===== config.mk =====
export PLATFORM = sky130hd
export DESIGN_NAME = imem_loader
export DESIGN_NICKNAME = d
export VERILOG_FILES = /design/src/rtl/imem_loader.sv
export SDC_FILE = /design/constraint.sdc
export NUM_CORES = 1
export LEC_CHECK = 0
export ABC_AREA = 1
export BUFFER_PORTS_ARGS = -buffer_cell sky130_fd_sc_hd__buf_2
export CORE_ASPECT_RATIO = 1.4
export CORE_UTILIZATION = 25
export CTS_BUF_LIST = sky130_fd_sc_hd__clkbuf_8
export CTS_CLUSTER_DIAMETER = 100
export DETAILED_ROUTE_END_ITERATION = 8
export PLACE_DENSITY = 0.39
export SETUP_SLACK_MARGIN = 0.5
export SYNTH_ARGS = -nofsm -noshare
export SYNTH_HDL_FRONTEND = slang
export SYNTH_SLANG_ARGS = --single-unit

===== constraint.sdc =====
create_clock -name clk -period 3.3 [get_ports clk]
set_input_delay 0 -clock clk [delete_from_list [all_inputs] [get_ports clk]]
set_output_delay 0 -clock clk [all_outputs]
set_load 0.05 [all_outputs]

===== src/rtl/imem_loader.sv =====
// Instruction memory with a streaming program loader.
// A program is streamed in through a valid/ready port. Fetches are serviced
// with a registered 1-cycle read. Addresses at or beyond the loaded length
// return HALT_WORD and raise a one-cycle fault.
module imem_loader #(
  parameter int               DATA_W    = 32,
  parameter int               ADDR_W    = 5,
  parameter logic [DATA_W-1:0] HALT_WORD = 32'hFC000000
) (
  input  logic              clk,
  input  logic              rst,
  input  logic              load_start,
  input  logic              ld_valid,
  input  logic [DATA_W-1:0] ld_data,
  input  logic              ld_last,
  output logic              ld_ready,
  input  logic              fetch_en,
  input  logic [ADDR_W-1:0] I,
  output logic [DATA_W-1:0] ID,
  output logic              id_valid,
  output logic              fault,
  output logic [ADDR_W:0]   prog_len,
  output logic              loading
);

  localparam int DEPTH = 2**ADDR_W;

  typedef enum logic [1:0] {
    IDLE = 2'd0,
    LOAD = 2'd1,
    RUN  = 2'd2
  } state_t;

  state_t            state, state_nxt;
  logic [ADDR_W-1:0] wptr;
  logic              xfer;      // loader word accepted this cycle
  logic              overflow;  // memory filled without ld_last
  logic              clr;       // restart a load: rewind pointer and length
  logic              fetch_go;  // fetch accepted this cycle
  logic              hit;       // fetch address lies inside the loaded program

  // Memory is deliberately left without a reset; prog_len gates visibility.
  logic [DATA_W-1:0] mem [DEPTH];

  assign ld_ready = (state == LOAD);
  assign loading  = (state == LOAD);
  assign fetch_go = fetch_en && (state != LOAD);
  assign hit      = ({1'b0, I} < prog_len);

  // State register.
  always_ff @(posedge clk or posedge rst) begin
    if (rst) state <= IDLE;
    else     state <= state_nxt;
  end

  // Next-state logic and per-cycle load control strobes.
  always_comb begin
    state_nxt = state;
    xfer      = 1'b0;
    overflow  = 1'b0;
    clr       = 1'b0;
    case (state)
      IDLE, RUN: begin
        // A simultaneous fetch still sees the old prog_len: clr only
        // takes effect at the same edge that registers the fetch result.
        if (load_start) begin
          state_nxt = LOAD;
          clr       = 1'b1;
        end
      end
      LOAD: begin
        if (ld_valid) begin
          xfer = 1'b1;
          if (ld_last) begin
            state_nxt = RUN;
          end else if (&wptr) begin
            // Last slot written and the stream still wants more: stop here.
            state_nxt = RUN;
            overflow  = 1'b1;
          end
        end
      end
      default: state_nxt = IDLE;
    endcase
  end

  // Write pointer and loaded length; length tracks accepted words only.
  always_ff @(posedge clk or posedge rst) begin
    if (rst) begin
      wptr     <= '0;
      prog_len <= '0;
    end else if (clr) begin
      wptr     <= '0;
      prog_len <= '0;
    end else if (xfer) begin
      wptr     <= wptr + ADDR_W'(1);
      prog_len <= prog_len + (ADDR_W+1)'(1);
    end
  end

  // Program storage write port.
  always_ff @(posedge clk) begin
    if (xfer) mem[wptr] <= ld_data;
  end

  // Registered fetch result; ID holds when no fetch is serviced and fault
  // is rebuilt every cycle so it can only ever pulse.
  always_ff @(posedge clk or posedge rst) begin
    if (rst) begin
      ID       <= '0;
      id_valid <= 1'b0;
      fault    <= 1'b0;
    end else begin
      id_valid <= fetch_go;
      fault    <= overflow || (fetch_go && !hit);
      if (fetch_go) ID <= hit ? mem[I] : HALT_WORD;
    end
  end

endmodule


Word-level counts from Yosys, hierarchy flattened
Memory sizes are Yosys's and may differ from the RTL's.
Index checks and enable logic that the tools add are counted.
- add/sub/neg operators: 2
- multipliers: 0
- div/mod/pow operators: 0
- order comparisons: 1
- equality and inequality tests: 6
- shifts and indexed selects: 0
- multiplexer cells: 20
- bitwise gates (word level): 0
- reduce and logical (&&, ||, !) cells: 9
- operators by type and width (cell ; count):
    two-way mux 32 bit ; 1
    two-way mux 6 bit ; 2
    two-way mux 1 bit ; 10
    two-way mux 5 bit ; 2
    two-way mux 2 bit ; 4
    adder 6 x 1 -> 6 bit, second input constant ; 1
    < comparator 5 x 6 -> 1 bit ; 1
    adder 5 x 1 -> 5 bit, second input constant ; 1
    AND reduction 5 bit ; 1
    inequality test 2 bit, second input constant ; 2
    one-hot mux 2 bit (2 select lines) ; 1
    inequality test 3 x 2 -> 1 bit, second input constant ; 1
    AND reduction 3 bit ; 1
    == test 2 x 1 -> 1 bit, second input constant ; 1
    == test 2 bit, second input constant ; 1
    logical AND 1 bit ; 2
    zero test 2 bit ; 1
    inequality test 2 x 1 -> 1 bit, second input constant ; 1
    nonzero test 2 bit ; 1
    OR reduction 2 bit ; 1
    zero test 1 bit ; 1
    logical OR 1 bit ; 1
- register bits after elaboration: 47
- latch bits: 0
- memory bits (writable): 1024
- bits in read-only memories: 0
- input bits: 43
- logic and storage cells: 45
- memories kept: 1
- memories (memory ; words ; bits a word ; read ports ; clocked after Yosys merged registers in ; write ports ; RTL line ; source):
    mem ; 32 ; 32 ; 1 ; 0 ; 1 ; 43 ; logic [DATA_W-1:0] mem [DEPTH];

Depth between registers and ports, before layout
Gate-level depths: netlist of the first run.
- word-level depth: 6
- gate-level depth with buffers: 12
- depth with buffers taken out: 9

Worst setup path before layout of the first run
OpenSTA, ideal clock, no wires.
- kind: reg2reg
- start point: register state[1]
- end point: memory mem[11][0], enable pin
- setup time: 0.421 ns
- arrival: 3.160 ns
- slack: -0.281 ns
- stages on the path, launching flop included: 6
- period minus slack after synthesis: 3.581 ns
- cell sequence: dfrtp_1 nor2_1 nand2_2 clkinv_1 nand2_1 nor2_1
- longest elaborated chain between the ends: 4
- ends and longest elaborated chain (what ; RTL line ; source):
    from (decl) ; 34 ; state_t state, state_nxt;
    from (signal assigned) ; 53 ; else state <= state_nxt;
    == test 2 x 1 -> 1 bit ; -- ;
    net ld_ready ; 16 ; output logic ld_ready,
    two-way mux 1 bit ; 62 ; case (state)
    two-way mux 1 bit ; 103 ; if (xfer) mem[wptr] <= ld_data;
    two-way mux 1 bit (implied by the code) ; 103 ;
    to (decl) ; 43 ;
The timed path passes the listed nets, and every way through them passes these cells.

Worst setup path in the final report of the first run
- start point: input port I[1]
- end point: register ID[21]
- longest elaborated chain between the ends: 2
- elaborated cells on any way between the ends: 3
- those cells by class: 1 x order compare; 1 x mux; 1 x memory
- ends and longest elaborated chain (what ; RTL line ; source):
    from (decl) ; 18 ; input logic [ADDR_W-1:0] I,
    memory read (32 x 32 bit) or < comparator 5 x 6 -> 1 bit (tied branches) ; -- ;
    two-way mux 32 bit (*) ; 116 ; if (fetch_go) ID <= hit ? mem[I] : HALT_WORD;
    to (signal assigned) ; 116 ;
    to (decl) ; 19 ; output logic [DATA_W-1:0] ID,
Mark *: on every way between the ends. The rest lies on a longest branch, timed or not.
A chain may end at the register's enable or synchronous reset.

==> flow_metrics.tcl, run 1 <==
set metrics [dict create \
    outcome "complete, but fails checks" \
    violations "design-rule violations" \
    cellLeakagePower_uw 0.0183 \
    fmax_ghz 0.373 \
    finalSetupTns_ns 0 \
    clk_pin_slew_ns 0.07 \
    max_stage_delay_ns 0.58 \
    place_hpwl_mm 81.9 \
    die_y_um 493 \
    synth_nets 3718 \
    fin_area_um2 50500 \
    setup_viol 0 \
    dpl_worst_slack_ns 0.788 \
    wl_mm 146 \
    post-route-drc-count 10 \
    clkSinkCount 1071 \
    maxCapViolations 0 \
    reg2reg_slack_ns 0.74 \
    period_minus_slack_ns 2.68 \
    path_cells "dlygate4sd3_1 > buf_12 > inv_12 > buf_12 > nand3_1 > nand3_1 > nand2_1 > nand2_1 > nand3_1 > dlygate4sd3_1 > nand4_1 > dlygate4sd3_1 > nand2_1" \
    layout_setup_ws_ns 0.616 \
    fillers 17700 \
    cts_buffers 169 \
    hold_viol 0 \
    grt_usage 0.166 \
    ir_drop_mv 0.429 \
    worstPathMaxFanout 64 \
    grt_pass1_vias 28900 \
    netlist_instances 3665 \
    slew_violations 0 \
    ioPinCount 85 \
    start_kind "primary input" \
    ys_seq_area_frac 0.740 \
    swShare 0.284 \
    yosysUniqueCellTypes 24 \
    holdPathEnd "ID[16]" \
    syn_area_per_cell_um2 11.8 \
    required_ns 4.10 \
    slowest_stage "dlygate4sd3_1" \
    tritoncts "done" \
    multi_input_area_um2 10200 \
    tightest_slew_ns 1.19 \
    wl_per_cell_um 23.2 \
    vias 28500 \
    die_width_um 353 \
    layout_commonest_cell "nand2_1" \
    via_per_inst 4.54 \
    reg2reg_to "ID[18]" \
    reg2reg_depth 10 \
    intPower_uw 21000 \
    comb_power_share 0.113 \
    yosys_warnings 0 \
    cts-root-buf "clkbuf_8" \
    place_area_um2 46900 \
    gr-total-overflow 0 \
    worst_clock_skew_ns 0.0491 \
    cts_htree_levels 4 \
    syn_to_final_growth_pct 17.1 \
    die_area_um2 174000 \
    final_nets 3930 \
    io_buffer_count 84 \
    drtPass1Iterations 7 \
    start_util 0.251 \
    antenna_left 0 \
    clkLatencyLatePin_ns 0.91 \
    power_density_nw_per_um2 581 \
    regToRegStartpoint "prog_len[3]" \
    layout_common_cells "nand2_1, edfxtp_1, nand3_1" \
    synth.ff_latch_count 1071 \
    ff_latch_area_um2 31900 \
    antenna_found_initial 9 \
    relSlewSlack 0.207 \
    finalCritPeriodShare 0.813 \
    cp_data_arrival_time_ns 3.49 \
    max-clock-path-buffers 3 \
    finalPower_uw 29300 \
    clkPwrFrac 0.356 \
    end_kind "register" \
    layout-drive-gt1-share 0.115 \
    grt_max_degree 149 \
    hold_path_depth 10 \
    switching_power_uw 8330 \
    crit_buf_inv 6 \
    drt_iter0_markers 2000 \
    grt_pass1_wl_mm 210 \
    hold_path_class "primary input to register" \
    core_area_um2 172000 \
    num_rows 180 \
    syn-cell-area_um2 43100 \
    rsz0062_at_grt "true" \
    seqPwrFrac 0.531 \
    crit_family "buffers and inverters" \
    path_class "primary input to register" \
    hold_start "I[0]" \
    gp_routability_congestion 0.752 \
]
-- worst max-delay path by stage --
| stage | start | to | slack, ns | cells past startpoint |
|---|---|---|---|---|
| 5_1_grt | I[1] | ID[21] | 0.49 | 13 |
| 4_1_cts | I[1] | ID[21] | 0.54 | 13 |
| 6_report | I[1] | ID[21] | 0.62 | 13 |
| 3_5_place_dp | state[1] | mem[17][13] | 0.79 | 6 |
| 2_1_floorplan | state[1] | mem[11][0] | 0.58 | 5 |
| 3_3_place_gp | state[0] | mem[17][13] | 0.76 | 7 |
-- kinds of logic (layout without fill, tap and decap cells) --
logic type               after synthesis  in the layout  synth area share
AO/OA/AOI/OAI                         58             58           0.00714
adder cells (fa/ha/maj)               10             10           0.00290
buffers and inverters                279            625            0.0290
flip-flops                          1071           1071             0.740
other                                  0              2                 0
AND/OR/NAND/NOR                     2247           2247             0.221
-- flip-flops by register name, summed over array words and instances, names as in the netlist --
signal / flops
mem: 1024
fault: 1
id_valid: 1
wptr: 5
ID: 32
state: 2
prog_len: 6
-- layout make-up --
type | instances | share of cell area
inverter | 52 | 0.00443
sequential | 1071 | 0.632
tap | 2275 | 0.0564
antenna | 2 | 0.0000991
clock inverter | 128 | 0.0113
clock buffer | 177 | 0.0482
multi-input combinational | 2315 | 0.202
timing repair buffer | 268 | 0.0454
-- Yosys cell counts --
library cell	n	share of area
buf_4	9	0.0016
nor4_1	1	0.00015
o21ai_1	11	0.0013
o21ai_0	32	0.0037
a21o_1	1	0.00017
clkbuf_1	61	0.0053
a21oi_2	1	0.00020
buf_1	23	0.0020
nand4_1	23	0.0033
nand2_1	1289	0.11
ha_1	10	0.0029
o2bb2ai_1	1	0.00020
nor2_1	111	0.0097
a21oi_1	11	0.0013
a211oi_2	1	0.00029
clkinv_1	2	0.00017
inv_2	2	0.00017
inv_1	48	0.0042
nand3_1	819	0.095
nand2_2	1	0.00015
nor3_1	3	0.00035
dfrtp_1	47	0.027
buf_2	134	0.016
edfxtp_1	1024	0.71
-- stage by stage --
step | hold slack [ns] | instances | utilization
finish | 0.102 | 6288 | 0.294
CTS | 0.0141 | 6286 | 0.294
floorplan | 0.0989 | 3665 | -
global placement | 0.179 | 5925 | 0.273
global route | 0.132 | 6287 | 0.294
detailed placement | 0.175 | 5925 | 0.273
-- tightest hold or removal path: stages --
cell	delay [ns]
buf_8	0.16
buf_12	0.24
nand2_1	0.11
nand3_1	0.07
nand3_1	0.07
nand3_1	0.08
nand2_1	0.07
nand2_1	0.04
nand4_1	0.06
nand2_1	0.04
-- power by group through the flow --
| stage | logic [µW] | registers [µW] | clock network, µW |
|---|---|---|---|
| floorplan | 1420 | 16200 | 0 |
| global placement | 3290 | 15900 | 0 |
| detailed placement | 3300 | 15900 | 0 |
| CTS | 3380 | 15600 | 10900 |
| global route | 3600 | 15600 | 11300 |
| finish | 3310 | 15600 | 10500 |
-- what timing repair did --
| item | 4_1_cts | 5_1_grt |
|---|---|---|
| hold endpoints to repair | 1118 | 0 |
| resized for setup | 0 | 4 |
| hold buffers | 56 | 0 |
| endpoints found under the setup margin | 0 | 3 |
| buffers inserted | 0 | 0 |
-- metal layers --
| metal | global-route usage | share of wire |
|---|---|---|
| met1 | 0.216 | 0.45 |
| met2 | 0.286 | 0.50 |
| met3 | 0.0245 | 0.035 |
| met4 | 0.0477 | 0.021 |
| met5 | 0 | 0.00018 |
Note: power is estimated with default switching activity, not from simulation.
==> inputs of run 2 (changes only) <==
- clock period: 3.3 -> 2.7 ns (I/O delays scaled with it)
==> flow_metrics.tcl, run 2 (same netlist as run 1, synthesis figures left out) <==
set metrics [dict create \
    syn_to_final_growth_pct 17.8 \
    layout_common_cells "nand2_1, edfxtp_1, nand3_1" \
    worst_clock_skew_ns 0.0497 \
    start_kind "register" \
    rsz0062_at_grt "true" \
    core_area_um2 172000 \
    grt_pass1_vias 28600 \
    ir_drop_mv 0.433 \
    start_util 0.251 \
    antenna_left 0 \
    postCtsSetupBuffers 0 \
    tightest_slew_ns 0.892 \
    antenna_found_initial 11 \
    grt_usage 0.165 \
    ioPinCount 85 \
    worstSetupStartpoint "mem[29][19]" \
    path_class "register to register" \
    grt_max_degree 124 \
    tritoncts "done" \
    cp_data_arrival_time_ns 2.89 \
    drt_iter0_markers 1744 \
    slew_violations 0 \
    finalPower_uw 35800 \
    vias 28400 \
    fillers 17700 \
    drtPass1Iterations 5 \
    power_density_nw_per_um2 704 \
    period_minus_slack_ns 2.12 \
    relSlewSlack 0.405 \
    hold_viol 0 \
    num_rows 180 \
    final_nets 3942 \
    clkLatencyLatePin_ns 0.87 \
    io_buffer_count 84 \
    layout_commonest_cell "nand2_1" \
    holdWs_ns 0.0700 \
    clk_pin_slew_ns 0.07 \
    grt_pass1_wl_mm 209 \
    layout-drive-gt1-share 0.117 \
    required_ns 3.47 \
    fmax_ghz 0.471 \
    die_y_um 493 \
    die_width_um 353 \
    clkSinkCount 1071 \
    wl_per_cell_um 23.0 \
    reg2reg_slack_ns 0.58 \
    gr-total-overflow 0 \
    hold_start "I[1]" \
    final_core_util 0.296 \
    post-route-drc-count 0 \
    setup_viol 0 \
    wl_mm 145 \
    cellLeakagePower_uw 0.0185 \
    holdPathEnd "ID[30]" \
    cts_htree_levels 4 \
    regMostFlops "mem" \
    cts_buffers 164 \
    finalSetupTns_ns 0 \
    regToRegStartpoint "mem[29][19]" \
    finalCritPeriodShare 0.787 \
    place_hpwl_mm 84.1 \
    cts-root-buf "clkbuf_8" \
    worstPathMaxFanout 1 \
    gp_routability_congestion 0.782 \
    die_area_um2 174000 \
    hold_path_class "primary input to register" \
    reg2reg_depth 10 \
    outcome "completed" \
    largestRegisters "mem (1024), ID (32), prog_len (6)" \
    max-clock-path-buffers 3 \
    maxCapViolations 0 \
    hold_path_depth 8 \
    via_per_inst 4.52 \
    reg2reg_to "ID[19]" \
    largest_reg_flops 1024 \
    end_kind "register" \
]
run 2: worst max-delay path by stage:
stage / to / slack (ns)
floorplan: mem[11][0] / 0.54
global placement: mem[3][5] / 0.66
detailed placement: mem[7][25] / 0.67
CTS: ID[19] / 0.56
global route: ID[19] / 0.41
finish: ID[19] / 0.58
run 2: repair_timing:
action | in CTS | in global routing
setup endpoints to repair | 0 | 2
hold endpoints to repair | 1117 | 1
resized for setup | 0 | 1
hold buffers | 60 | 1
run 2: critical path: stages (launching register included):
cell,delay [ns]
edfxtp_1,0.36
nand2_1,0.07
nand3_1,0.08
nand3_1,0.10
nand2_1,0.06
nand2_1,0.05
dlygate4sd3_1,0.54
nand3_1,0.06
dlygate4sd3_1,0.57
nand4_1,0.07
nand2_1,0.05
run 2: layout make-up:
class	count	area [µm²]	share of cell area
Antenna cell	4	10.0	0.000197
Clock buffer	176	2420	0.0477
Clock inverter	115	513	0.0101
Inverter	52	224	0.00441
Multi-Input combinational cell	2315	10300	0.202
Sequential cell	1071	31900	0.628
Tap cell	2275	2850	0.0560
Timing Repair Buffer	285	2620	0.0515
run 2: stage by stage:
stage	setup WS (ns)	instances	cell area, µm²
floorplan	0.536	3665	43400
global placement	0.655	5938	47300
detailed placement	0.672	5938	47300
CTS	0.561	6289	50800
global route	0.408	6291	50800
finish	0.576	6293	50800
run 2: layer usage:
layer | vias to the layer above | wire (µm) | global-route usage
li1 | 13300 | - | -
met5 | - | 28 | 0
met1 | 14400 | 62700 | 0.208
met2 | 549 | 73700 | 0.292
met3 | 194 | 5040 | 0.0240
met4 | 4 | 3080 | 0.0454
run 2: power breakdown:
part | internal [µW] | leakage [µW] | switching [µW] | total, µW
combinational | 966 | 0.00692 | 3160 | 4130
clock | 6080 | 0.00173 | 6520 | 12600
sequential | 18700 | 0.00981 | 353 | 19000
total | 25700 | 0.0185 | 10000 | 35800
